[src/rtl/mux_arb_pkg.sv]
// Shared types and helpers for the two-requester round-robin mux arbiter.
package mux_arb_pkg;

   typedef enum logic [1:0] {
      IDLE,
      OWN0,
      OWN1
   } arb_state_t;

   // A zero hold limit would otherwise yield a zero-width counter
   function automatic int hold_cnt_width(input int max_hold);
      return (max_hold == 0) ? 1 : $clog2(max_hold + 1);
   endfunction

endpackage

[src/rtl/mux2_arbiter_mux2_1.sv]
// Plain 2:1 datapath mux shared by the two requesters.
module Mux2_1 #(
   parameter int WIDTH = 8
) (
   input  logic [WIDTH-1:0] port0,
   input  logic [WIDTH-1:0] port1,
   input  logic             sel,
   output logic [WIDTH-1:0] dOut
);

   assign dOut = sel ? port1 : port0;

endmodule

[src/rtl/mux2_arbiter.sv]
// Round-robin owner of a shared 2:1 mux with done-based release and a bounded
// hold time that force-releases a requester that keeps the mux too long.
module mux2_arbiter
   import mux_arb_pkg::*;
#(
   parameter int WIDTH    = 8,
   parameter int MAX_HOLD = 16
) (
   input  logic             CLK,
   input  logic             RST,
   input  logic             req0,
   input  logic             req1,
   input  logic             done0,
   input  logic             done1,
   input  logic [WIDTH-1:0] data0,
   input  logic [WIDTH-1:0] data1,
   output logic             gnt0,
   output logic             gnt1,
   output logic             sel,
   output logic [WIDTH-1:0] dOut,
   output logic             valid,
   output logic             timeout
);

   localparam int CNT_W = hold_cnt_width(MAX_HOLD);
   localparam logic [CNT_W-1:0] HOLD_LAST = (MAX_HOLD == 0) ? '0 : CNT_W'(MAX_HOLD - 1);
   localparam logic [CNT_W-1:0] CNT_MAX   = '1;

   arb_state_t       state_q, state_d;
   logic [CNT_W-1:0] hold_cnt_q, hold_cnt_d;
   logic             last_owner_q, last_owner_d;
   logic             sel_q, sel_d;
   logic             own_req, own_done, other_req, hold_hit;

   always_comb begin
      state_d      = state_q;
      hold_cnt_d   = hold_cnt_q;
      last_owner_d = last_owner_q;
      sel_d        = sel_q;
      timeout      = 1'b0;
      own_req      = (state_q == OWN1) ? req1  : req0;
      own_done     = (state_q == OWN1) ? done1 : done0;
      other_req    = (state_q == OWN1) ? req0  : req1;
      hold_hit     = (MAX_HOLD != 0) && (hold_cnt_q == HOLD_LAST);

      case (state_q)
         IDLE: begin
            // Ties go to whoever did not own the mux last
            if (req0 && (!req1 || last_owner_q)) begin
               state_d    = OWN0;
               sel_d      = 1'b0;
               hold_cnt_d = '0;
            end else if (req1) begin
               state_d    = OWN1;
               sel_d      = 1'b1;
               hold_cnt_d = '0;
            end
         end
         OWN0, OWN1: begin
            if (own_done || !own_req || hold_hit) begin
               timeout      = hold_hit && own_req && !own_done;
               last_owner_d = (state_q == OWN1);
               if (other_req) begin
                  state_d    = (state_q == OWN1) ? OWN0 : OWN1;
                  sel_d      = (state_q == OWN0);
                  hold_cnt_d = '0;
               end else begin
                  state_d = IDLE;
               end
            end else if (hold_cnt_q != CNT_MAX) begin
               hold_cnt_d = hold_cnt_q + CNT_W'(1);
            end
         end
         default: begin
            state_d = IDLE;
         end
      endcase
   end

   // last_owner resets to 1 so requester 0 wins the first tie
   always_ff @(posedge CLK or posedge RST) begin
      if (RST) begin
         state_q      <= IDLE;
         hold_cnt_q   <= '0;
         last_owner_q <= 1'b1;
         sel_q        <= 1'b0;
      end else begin
         state_q      <= state_d;
         hold_cnt_q   <= hold_cnt_d;
         last_owner_q <= last_owner_d;
         sel_q        <= sel_d;
      end
   end

   assign gnt0  = (state_q == OWN0);
   assign gnt1  = (state_q == OWN1);
   assign sel   = sel_q;
   assign valid = gnt0 | gnt1;

   Mux2_1 #(.WIDTH(WIDTH)) u_mux (
      .port0 (data0),
      .port1 (data1),
      .sel   (sel_q),
      .dOut  (dOut)
   );

endmodule

[config.mk]
export PLATFORM = sky130hd
export DESIGN_NAME = mux2_arbiter
export DESIGN_NICKNAME = d
export VERILOG_FILES = /design/src/rtl/mux_arb_pkg.sv /design/src/rtl/mux2_arbiter_mux2_1.sv /design/src/rtl/mux2_arbiter.sv
export SDC_FILE = /design/constraint.sdc
export NUM_CORES = 1
export LEC_CHECK = 0
export ABC_AREA = 1
export CORE_MARGIN = 2
export CORE_UTILIZATION = 55
export DETAILED_ROUTE_END_ITERATION = 10
export DONT_BUFFER_PORTS = 1
export PLACE_DENSITY = 0.81
export SYNTH_ARGS = -nofsm -noshare
export SYNTH_HDL_FRONTEND = slang
export SYNTH_SLANG_ARGS = --single-unit
[constraint.sdc]
create_clock -name CLK -period 1.72 [get_ports CLK]
set_input_delay 0.344 -clock CLK [delete_from_list [all_inputs] [get_ports CLK]]
set_output_delay 0.344 -clock CLK [all_outputs]
set_load 0.03 [all_outputs]
After elaboration in Yosys (flattened, before gate mapping)

Cells that the tools add are included.

Register bits after elaboration: 9
Bits of input ports: 22
Output and inout port bits: 13
Logic and storage cells: 54

$add $sub $neg: 1
Equality and inequality tests: 9
Mux-type cells: 23
Bitwise operators: 1
Reduce and logical (&&, ||, !) cells: 16

Operators with widths:

| cell                                                                  | count |
|---|---|
| 5-bit 2-to-1 mux                                                      | 5 |
| 2-bit 2-to-1 mux                                                      | 5 |
| 5-bit one-hot mux with 2 select lines                                 | 1 |
| 1-bit 2-to-1 mux                                                      | 9 |
| 3-bit inequality test, second input constant                          | 3 |
| 8-bit 2-to-1 mux                                                      | 1 |
| 4-bit AND reduction                                                   | 2 |
| 5-bit by 1-bit adder with 5-bit output, second input constant         | 1 |
| 5-bit by 4-bit equality test with 1-bit output, second input constant | 1 |
| 5-bit inequality test, second input constant                          | 1 |
| 2-bit inequality test, second input constant                          | 2 |
| 2-bit one-hot mux with 2 select lines                                 | 1 |
| 2-bit AND reduction                                                   | 2 |
| 1-bit logical AND                                                     | 3 |
| 1-bit logical NOT                                                     | 3 |
| 1-bit logical OR                                                      | 3 |
| 2-bit by 1-bit equality test with 1-bit output, second input constant | 1 |
| 2-bit equality test, second input constant                            | 1 |
| 2-bit logical NOT                                                     | 1 |
| 1-bit one-hot mux with 2 select lines                                 | 1 |
| 2-bit nonzero test                                                    | 1 |
| 2-bit OR reduction                                                    | 1 |
| 1-bit bitwise OR                                                      | 1 |

Depth between registers and ports, before layout

Gate-level depths: netlist (run 1).

Depth after elaboration: 7
Gate-level depth with buffers: 11
Gate-level depth less buffers: 11

By module

Synthesis (run 1) repeated with hierarchy kept, for this count alone.

Cell total of the unflattened synthesis: 125
Area, all modules: 839.6 um^2

By module, submodules not included:

| module       | instances | cells an instance | area an instance (um^2) | seq. area each (um^2) |
|---|---|---|---|---|
| mux2_arbiter | 1         | 99                | 734.5                   | 226.5 |
| Mux2_1       | 1         | 26                | 105.1                   | 0.0 |

Worst setup path after synthesis (run 1)

OpenSTA, ideal clock, no wires.

Path kind: flip-flop to output port
Start point: reg state_q[0]
End point: out timeout
Data arrival time: 1755 ps
Data required time: 1376 ps
Slack: -379 ps
Stages on the path, launching flop included: 9
Buffers on the path: 0
Cell sequence: dfrtp_1 inv_1 ha_1 inv_2 nand2_2 nand2_2 nor2_4 inv_1 nor2_1

Cells in the longest elaborated chain, start to end: 7
Elaborated cells between the ends (all ways): 13
Classes of those cells: 2 x eq/ne; 4 x mux; 7 x reduce/logical

Ends and longest elaborated chain:

| what                          | RTL line           | source |
|---|---|---|
| start: declaration            | mux2_arbiter.sv:29 | `arb_state_t state_q, state_d;` |
| start signal: assignment      | mux2_arbiter.sv:88 | `state_q <= state_d;` |
| 2-bit equality test (*)       | --                 |  |
| via gnt1                      | mux2_arbiter.sv:18 | `output logic gnt1,` |
| 1-bit 2-to-1 mux              | mux2_arbiter.sv:41 | `own_req = (state_q == OWN1) ? req1 : req0;` |
| 1-bit logical NOT             | mux2_arbiter.sv:60 | `if (own_done \|\| !own_req \|\| hold_hit) begin` |
| 1-bit logical OR (2 in a row) | mux2_arbiter.sv:60 |  |
| 1-bit 2-to-1 mux              | mux2_arbiter.sv:60 |  |
| 1-bit 2-to-1 mux (*)          | mux2_arbiter.sv:46 | `case (state_q)` |
| end: declaration              | mux2_arbiter.sv:22 | `output logic timeout` |

The timed path passes the listed nets; every way through them passes the cells marked *.

Final worst setup path (run 1)

Start point: reg state_q[0]
End point: out timeout

Cells in the longest elaborated chain, start to end: 7
Elaborated cells between the ends (all ways): 13
Classes of those cells: 2 x eq/ne; 4 x mux; 7 x reduce/logical

Ends and longest elaborated chain:

| what                          | RTL line |
|---|---|
| 2-bit equality test           | mux2_arbiter.sv:41, mux2_arbiter.sv:42, mux2_arbiter.sv:46 |
| 1-bit 2-to-1 mux              | mux2_arbiter.sv:41 |
| 1-bit logical NOT             | mux2_arbiter.sv:60 |
| 1-bit logical OR (2 in a row) | mux2_arbiter.sv:60 |
| 1-bit 2-to-1 mux              | mux2_arbiter.sv:60 |
| 1-bit 2-to-1 mux (*)          | mux2_arbiter.sv:46 |

Every way passes the cells marked *; elsewhere a longest branch is shown, timed or not.

==> impl_metrics.prom, run 1 <==
# TYPE chip_impl_metric gauge
chip_impl_info{name="status",value="finished with violations"} 1
chip_impl_info{name="failing_checks",value="negative setup slack"} 1
chip_impl_metric{name="post_detailed_routing_wire_length",unit="mm"} 2.24
chip_impl_info{name="timing.rr.end",value="hold_cnt_q[0]"} 1
chip_impl_metric{name="multi_input_comb_area",unit="sq um"} 668
chip_impl_metric{name="avgSynthCellArea",unit="sq um"} 7.72
chip_impl_metric{name="static_leakage",unit="nW"} 0.544
chip_impl_info{name="timing.setup.critical_path_class",value="reg2out"} 1
chip_impl_metric{name="io_buffers",unit=""} 0
chip_impl_metric{name="globalRouteTotalUtil",unit=""} 0.257
chip_impl_info{name="critical_path.endpoint",value="timeout"} 1
chip_impl_metric{name="arrival",unit="ns"} 1.51
chip_impl_metric{name="synth-seq-area-share",unit=""} 0.260
chip_impl_metric{name="drc",unit=""} 0
chip_impl_info{name="critPathCaptureType",value="output pin"} 1
chip_impl_info{name="critPathSlowestCell",value="sky130_fd_sc_hd__dfrtp_1"} 1
chip_impl_info{name="worst_flop_to_flop_path_startpoint",value="hold_cnt_q[1]"} 1
chip_impl_metric{name="clk_path_buf_depth",unit=""} 2
chip_impl_metric{name="syn-cell-area",unit="sq um"} 872
chip_impl_metric{name="postLayoutSetupSlackWorst",unit="ns"} -0.138
chip_impl_metric{name="tns",unit="ns"} -0.138
chip_impl_metric{name="globalplace.congestion",unit=""} 0.809
chip_impl_info{name="critical-path-top-delay-family",value="flip-flops"} 1
chip_impl_metric{name="core_region_area",unit="sq mm"} 0.00149
chip_impl_metric{name="y_dimension_of_the_die",unit="microns"} 43.8
chip_impl_metric{name="critical_path.max_stage_delay",unit="ns"} 0.41
chip_impl_metric{name="register_area",unit="sq um"} 226
chip_impl_metric{name="ys.warnings.count",unit=""} 0
chip_impl_metric{name="num-fill-cells",unit=""} 106
chip_impl_metric{name="final_max_slew_viol_count",unit=""} 0
chip_impl_metric{name="final_min_period_over_clock_period",unit=""} 1.08
chip_impl_metric{name="timing.final.setup_violations",unit=""} 1
chip_impl_metric{name="syn-instance-count",unit=""} 113
chip_impl_info{name="tritoncts",value="built"} 1
chip_impl_metric{name="worst_skew_pair.late_latency",unit="ns"} 0.28
chip_impl_metric{name="drt-pass1-iter-count",unit=""} 4
chip_impl_info{name="class_of_the_most_critical_hold_timing_path",value="in2reg"} 1
chip_impl_metric{name="reg2reg_depth",unit=""} 8
chip_impl_metric{name="vias_per_cell",unit=""} 5.64
chip_impl_metric{name="finalHoldWorstSlack",unit="ns"} 0.357
chip_impl_metric{name="fp.dieArea",unit="sq mm"} 0.00192
chip_impl_metric{name="area_growth",unit="%"} 31.6
chip_impl_info{name="clock_tree.root_cell",value="sky130_fd_sc_hd__clkbuf_4"} 1
chip_impl_metric{name="dr_total_vias",unit=""} 846
chip_impl_metric{name="detailed_place_hpwl",unit="mm"} 1.53
chip_impl_metric{name="final-hold-violation-count",unit=""} 0
chip_impl_info{name="worst_setup_path_startpoint",value="state_q[0]"} 1
chip_impl_metric{name="pre_cts_slack",unit="ns"} -0.0750
chip_impl_info{name="grt_setup_unrepaired",value="true"} 1
chip_impl_metric{name="numCtsBuffers",unit=""} 3
chip_impl_metric{name="final_net_count",unit=""} 165
chip_impl_metric{name="antenna_left",unit=""} 0
chip_impl_metric{name="antenna_violations_before_repair",unit=""} 0
chip_impl_metric{name="grt_start_max_net_pins",unit=""} 11
chip_impl_metric{name="syn-num-nets",unit=""} 143
chip_impl_metric{name="gr-total-overflow",unit=""} 0
chip_impl_metric{name="cp.depth",unit=""} 8
chip_impl_metric{name="drt_first_iter_violations",unit=""} 43
chip_impl_metric{name="core.rowCount",unit=""} 14
chip_impl_metric{name="drive_above_1_share",unit=""} 0.418
chip_impl_metric{name="grt_pass1_vias",unit=""} 774
chip_impl_metric{name="ff2ff_setup_slack",unit="ns"} 0.02
chip_impl_metric{name="cap_viol_max_count",unit=""} 0
chip_impl_metric{name="clock_tree.htree_level_count",unit=""} 1
chip_impl_metric{name="fin_total_pwr",unit="mW"} 2.11
chip_impl_metric{name="tightest_slew",unit="ns"} 0.389
chip_impl_metric{name="buffers_plus_inverters_on_the_worst_setup_path",unit=""} 3
chip_impl_info{name="startpoint_type",value="register"} 1
chip_impl_metric{name="die_width",unit="microns"} 43.8
chip_impl_metric{name="relSlewSlack",unit=""} 0.741
chip_impl_metric{name="worstPathRequired",unit="ns"} 1.38
chip_impl_metric{name="critical_path.max_fanout",unit=""} 5
chip_impl_info{name="worstPathCellList",value="inv_4 -> ha_4 -> inv_4 -> nand2_2 -> nand2_2 -> nor2_4 -> inv_2 -> nor2_4"} 1
chip_impl_metric{name="tritoncts_num_sinks",unit=""} 9
chip_impl_metric{name="clk_transition_reported_paths",unit="ns"} 0.07
chip_impl_metric{name="fmaxAchievable",unit="MHz"} 538
chip_impl_metric{name="wire_length_of_the_first_global_routing_pass",unit="mm"} 3.48
chip_impl_metric{name="layout.cell_area.non_filler",unit="sq mm"} 0.00115
chip_impl_metric{name="initial_utilization",unit=""} 0.586
chip_impl_metric{name="route.detailed.wl_per_inst",unit="microns"} 15.0
chip_impl_metric{name="synth-seq-cells",unit=""} 9
chip_impl_metric{name="pin_count",unit=""} 35
chip_impl_metric{name="placed_area",unit="sq um"} 981
chip_impl_metric{name="netlist-cell-type-count",unit=""} 27
chip_impl_metric{name="antenna_cells_inserted",unit=""} 0
chip_impl_metric{name="finalClockSkew",unit="ns"} 0.00623
chip_impl_metric{name="vdd_drop_max",unit="mV"} 1.70
chip_impl_metric{name="areal_power_density_over_the_cells",unit="mW/mm^2"} 1840
chip_impl_metric{name="post-route-min-period",unit="ns"} 1.86
==> kinds of logic (layout without fill, tap and decap cells) <==
logic type,after synthesis,after routing,synth area share
AO/OA/AOI/OAI,10,10,0.0689
XOR/XNOR,2,2,0.0201
adder cells (fa/ha/maj),8,8,0.115
buffers and inverters,16,37,0.0789
flip-flops,9,9,0.260
multiplexers,9,9,0.115
AND/OR/NAND/NOR,59,59,0.343
==> metal layers <==
layer  track usage  up-vias  part of all wire  wire [microns]
li1              -      410                 -               -
met4         0.176        0             0.025              55
met2         0.424       53              0.51            1140
met5             0        -                 0               0
met1         0.292      376              0.38             863
met3        0.0583        7             0.083             186
==> worst min-delay path by stage <==
stage | from | endpoint | cells past startpoint
3_5_place_dp | RST | state_q[0] | 1
3_3_place_gp | RST | state_q[1] | 1
4_1_cts | req1 | state_q[1] | 4
6_report | req1 | state_q[1] | 4
5_1_grt | req1 | state_q[1] | 4
2_1_floorplan | RST | hold_cnt_q[0] | 1
==> cells in the mapped netlist, drive strengths merged <==
master / count / area, sq um
inv: 14 / 52.6
and3: 1 / 6.26
o211ai: 1 / 7.51
xnor2: 1 / 8.76
a21oi: 3 / 18.8
nor2: 9 / 41.3
mux2: 8 / 90.1
nand2: 36 / 158
nand4: 2 / 33.8
o21ai: 6 / 33.8
ha: 8 / 100
buf: 2 / 16.3
dfstp: 1 / 26.3
mux2i: 1 / 10.0
dfrtp: 8 / 200
nand3: 11 / 60.1
xor2: 1 / 8.76
==> per-stage QoR <==
step                std cells  utilization
finish                    150        0.771
global placement          138        0.659
CTS                       148        0.736
global route              150        0.771
detailed placement        138        0.659
floorplan                 113            -
==> registers in the layout (all words and copies together), names as in the netlist <==
register / count
hold_cnt_q: 5
last_owner_q: 1
sel: 1
state_q: 2
==> worst register-to-register path, delay by kind of cell, from the launching register on <==
kind / cells / cell delay (ns)
fa+ha+maj: 2 / 0.34
buf+inv: 2 / 0.29
simple gates: 4 / 0.54
flops: 1 / 0.42
==> placed cells by master, fill, tap and decap left out, types with 2 or more instances in the layout <==
cell type                  count
sky130_fd_sc_hd__nor2_1        7
sky130_fd_sc_hd__a21oi_1       2
sky130_fd_sc_hd__nand3_1      10
sky130_fd_sc_hd__dfrtp_1       8
sky130_fd_sc_hd__o21ai_1       2
sky130_fd_sc_hd__mux2_2        8
sky130_fd_sc_hd__ha_1          3
sky130_fd_sc_hd__inv_1         9
sky130_fd_sc_hd__nand2_1      28
sky130_fd_sc_hd__inv_2         3
sky130_fd_sc_hd__ha_4          5
sky130_fd_sc_hd__nor2_4        2
sky130_fd_sc_hd__nand4_4       2
sky130_fd_sc_hd__o21ai_0       3
sky130_fd_sc_hd__inv_4         2
sky130_fd_sc_hd__nand2_2       6
sky130_fd_sc_hd__nand2_4       2
sky130_fd_sc_hd__clkbuf_4      3
sky130_fd_sc_hd__buf_4        17
==> final cells by class <==
cell class / instances / share of cell area
multi-input combinational: 88 / 0.582
timing repair buffer: 19 / 0.130
sequential: 9 / 0.197
inverter: 14 / 0.0502
clock buffer: 4 / 0.0229
tap: 16 / 0.0174
==> report_power, final <==
part / leakage [nW] / switching (mW) / internal, mW
Sequential: 0.118 / 0.0739 / 0.273
Clock: 0.0150 / 0.0940 / 0.0902
Combinational: 0.411 / 0.926 / 0.656
==> what timing repair did <==
item	CTS	global route
endpoints found under the setup margin	10	10
hold buffers	1	0
gates resized for setup	12	6
hold endpoints to repair	8	0
buffers inserted	5	2
pin swaps	7	1
(Power assumes the default switching activity.)
==> run 2: changes to the inputs <==
Settings changed: CAP_MARGIN set to 20, CORE_UTILIZATION 55 to 50, GPL_TIMING_DRIVEN set to 0, PLACE_DENSITY 0.81 to 0.76.
==> impl_metrics.prom, run 2 (synthesis gave the netlist of run 1 again) <==
# TYPE chip_impl_metric gauge
chip_impl_info{name="status",value="finished with violations"} 1
chip_impl_info{name="failing_checks",value="negative setup slack"} 1
chip_impl_metric{name="finalClockSkew",unit="ns"} 0.00181
chip_impl_metric{name="route.detailed.wl_per_inst",unit="microns"} 14.4
chip_impl_metric{name="drt_first_iter_violations",unit=""} 20
chip_impl_metric{name="drive_above_1_share",unit=""} 0.436
chip_impl_metric{name="fin_total_pwr",unit="mW"} 2.31
chip_impl_metric{name="globalplace.congestion",unit=""} 0.821
chip_impl_metric{name="final_max_slew_viol_count",unit=""} 0
chip_impl_metric{name="wire_length_of_the_first_global_routing_pass",unit="mm"} 3.06
chip_impl_metric{name="grt_start_max_net_pins",unit=""} 10
chip_impl_metric{name="drc",unit=""} 0
chip_impl_metric{name="clk_transition_reported_paths",unit="ns"} 0.06
chip_impl_metric{name="areal_power_density_over_the_cells",unit="mW/mm^2"} 1980
chip_impl_metric{name="post-route-min-period",unit="ns"} 1.88
chip_impl_info{name="min_from",value="req1"} 1
chip_impl_info{name="critPathCaptureType",value="output pin"} 1
chip_impl_metric{name="fp.dieArea",unit="sq mm"} 0.00209
chip_impl_metric{name="combPwrFrac",unit=""} 0.775
chip_impl_metric{name="pin_count",unit=""} 35
chip_impl_metric{name="power.switching",unit="mW"} 1.15
chip_impl_metric{name="antenna_cells_inserted",unit=""} 0
chip_impl_metric{name="clk_path_buf_depth",unit=""} 2
chip_impl_metric{name="dr_total_vias",unit=""} 837
chip_impl_info{name="tritoncts",value="built"} 1
chip_impl_info{name="class_of_the_most_critical_hold_timing_path",value="in2reg"} 1
chip_impl_info{name="worst_setup_path_startpoint",value="state_q[1]"} 1
chip_impl_info{name="grt_setup_unrepaired",value="true"} 1
chip_impl_metric{name="postLayoutSetupSlackWorst",unit="ns"} -0.164
chip_impl_metric{name="largest_register_ffs",unit=""} 5
chip_impl_metric{name="final_min_period_over_clock_period",unit=""} 1.10
chip_impl_metric{name="worstPathRequired",unit="ns"} 1.38
chip_impl_metric{name="detailed_place_hpwl",unit="mm"} 1.39
chip_impl_info{name="startpoint_type",value="register"} 1
chip_impl_info{name="timing.setup.critical_path_class",value="reg2out"} 1
chip_impl_metric{name="grt_pass1_vias",unit=""} 762
chip_impl_metric{name="initial_utilization",unit=""} 0.516
chip_impl_metric{name="antenna_violations_before_repair",unit=""} 0
chip_impl_metric{name="static_leakage",unit="nW"} 0.561
chip_impl_info{name="final_cell_mix",value="sky130_fd_sc_hd__nand2_1 (26), sky130_fd_sc_hd__buf_4 (12), sky130_fd_sc_hd__nand3_1 (10), sky130_fd_sc_hd__inv_1 (9), sky130_fd_sc_hd__nand2_2 (8)"} 1
chip_impl_metric{name="tightest_slew",unit="ns"} 0.358
chip_impl_metric{name="tritoncts_num_sinks",unit=""} 9
chip_impl_metric{name="die_width",unit="microns"} 45.8
chip_impl_metric{name="critical_path.max_fanout",unit=""} 4
chip_impl_info{name="worst_flop_to_flop_path_startpoint",value="state_q[1]"} 1
chip_impl_info{name="mostFrequentLayoutCell",value="sky130_fd_sc_hd__nand2_1"} 1
chip_impl_metric{name="antenna_left",unit=""} 0
chip_impl_metric{name="timing.final.setup_violations",unit=""} 9
chip_impl_metric{name="final-hold-violation-count",unit=""} 0
chip_impl_metric{name="worst_skew_pair.late_latency",unit="ns"} 0.27
chip_impl_metric{name="clk_network_pwr_share",unit=""} 0.072
chip_impl_metric{name="final_net_count",unit=""} 164
chip_impl_metric{name="power.sequential.fraction",unit=""} 0.153
chip_impl_metric{name="numCtsBuffers",unit=""} 3
chip_impl_metric{name="placed_area",unit="sq um"} 916
chip_impl_metric{name="io_buffers",unit=""} 0
chip_impl_metric{name="globalRouteTotalUtil",unit=""} 0.203
chip_impl_metric{name="vias_per_cell",unit=""} 5.58
chip_impl_info{name="reg_top3",value="hold_cnt_q (5), state_q (2)"} 1
chip_impl_metric{name="post_detailed_routing_wire_length",unit="mm"} 2.16
chip_impl_info{name="regMostFlops",value="hold_cnt_q"} 1
chip_impl_metric{name="cell_internal_pwr",unit="mW"} 1.16
chip_impl_metric{name="y_dimension_of_the_die",unit="microns"} 45.8
chip_impl_metric{name="fmaxAchievable",unit="MHz"} 531
chip_impl_metric{name="power.switching_fraction",unit=""} 0.499
chip_impl_metric{name="area_growth",unit="%"} 33.4
chip_impl_metric{name="core.rowCount",unit=""} 15
chip_impl_metric{name="cap_viol_max_count",unit=""} 0
chip_impl_metric{name="drt-pass1-iter-count",unit=""} 4
chip_impl_metric{name="clock_tree.htree_level_count",unit=""} 1
chip_impl_metric{name="arrival",unit="ns"} 1.54
chip_impl_metric{name="relSlewSlack",unit=""} 0.761
chip_impl_metric{name="vdd_drop_max",unit="mV"} 1.56
chip_impl_metric{name="layout.cell_area.non_filler",unit="sq mm"} 0.00116
chip_impl_info{name="clock_tree.root_cell",value="sky130_fd_sc_hd__clkbuf_4"} 1
chip_impl_metric{name="finalHoldWorstSlack",unit="ns"} 0.362
chip_impl_metric{name="core_region_area",unit="sq mm"} 0.00169
chip_impl_metric{name="gr-total-overflow",unit=""} 0
## run 2: changes by cell type in the layout (fill, tap and decap cells not counted), sizes merged
cell	delta
buf	-1
## run 2: cell type report
| cell class | count | area (sq um) |
|---|---|---|
| multi-input combinational | 88 | 672 |
| tap | 17 | 21.3 |
| fill | 131 | 526 |
| buffer | 2 | 26.3 |
| sequential | 9 | 229 |
| inverter | 14 | 55.1 |
| clock buffer | 4 | 26.3 |
| timing repair buffer | 16 | 134 |
## run 2: path summary, 6_finish.rpt
| check | cells past startpoint | slack (ns) | endpoint |
|---|---|---|---|
| worst min register to register | 2 | 0.51 | last_owner_q |
| worst max register to register | 11 | -0.14 | hold_cnt_q[0] |
| max in group asynchronous | 2 | 0.93 | last_owner_q |
| worst min-delay path | 4 | 0.36 | state_q[1] |
| min in group asynchronous | 2 | 0.48 | hold_cnt_q[3] |
| worst max-delay path | 5 | -0.16 | timeout |
## run 2: power groups by stage
stage | Clock [mW] | Sequential (mW) | Combinational, mW
detailed placement | 0 | 0.353 | 1.18
finish | 0.165 | 0.354 | 1.79
global route | 0.180 | 0.358 | 1.90
CTS | 0.167 | 0.349 | 1.52
floorplan | 0 | 0.337 | 1.04
global placement | 0 | 0.347 | 1.16
## run 2: what timing repair did
action | 4_1_cts | 5_1_grt
pin swaps | 7 | 9
hold buffers | 1 | 0
endpoints found under the setup margin | 17 | 17
gates resized for setup | 14 | 15
endpoints found under the hold margin | 8 | 0
buffers inserted | 11 | 4
## run 2: per-stage QoR
stage               cells   util  setup WS [ns]  TNS, ns
global placement      130  0.542         -0.141    -1.06
CTS                   146  0.637         -0.152   -0.675
finish                150  0.689         -0.164    -1.05
detailed placement    130  0.542         -0.195    -1.43
global route          150  0.689         -0.215    -1.71
floorplan             113      -        -0.0246   -0.122
## run 2: worst max-delay path, stage by stage, from the launching register on
cell and delay (ns):
sky130_fd_sc_hd__dfrtp_2 0.42, sky130_fd_sc_hd__inv_1 0.12, sky130_fd_sc_hd__ha_4 0.35, sky130_fd_sc_hd__buf_8 0.12, sky130_fd_sc_hd__nand2_2 0.06, sky130_fd_sc_hd__nor2_4 0.21
## run 2: layer usage
metal,routed length (microns),share of wire,global-route usage,up-vias
li1,-,-,-,407
met1,821,0.38,0.229,386
met2,1150,0.53,0.377,42
met3,175,0.081,0.0635,2
met4,12,0.0056,0.0343,0
met5,0,0,0,-
==> run 3: changes to the inputs <==
Settings changed: CTS_CLUSTER_SIZE set to 12.
==> results of run 3 <==
The final DEF is identical to that of run 2; final timing and power are the same.
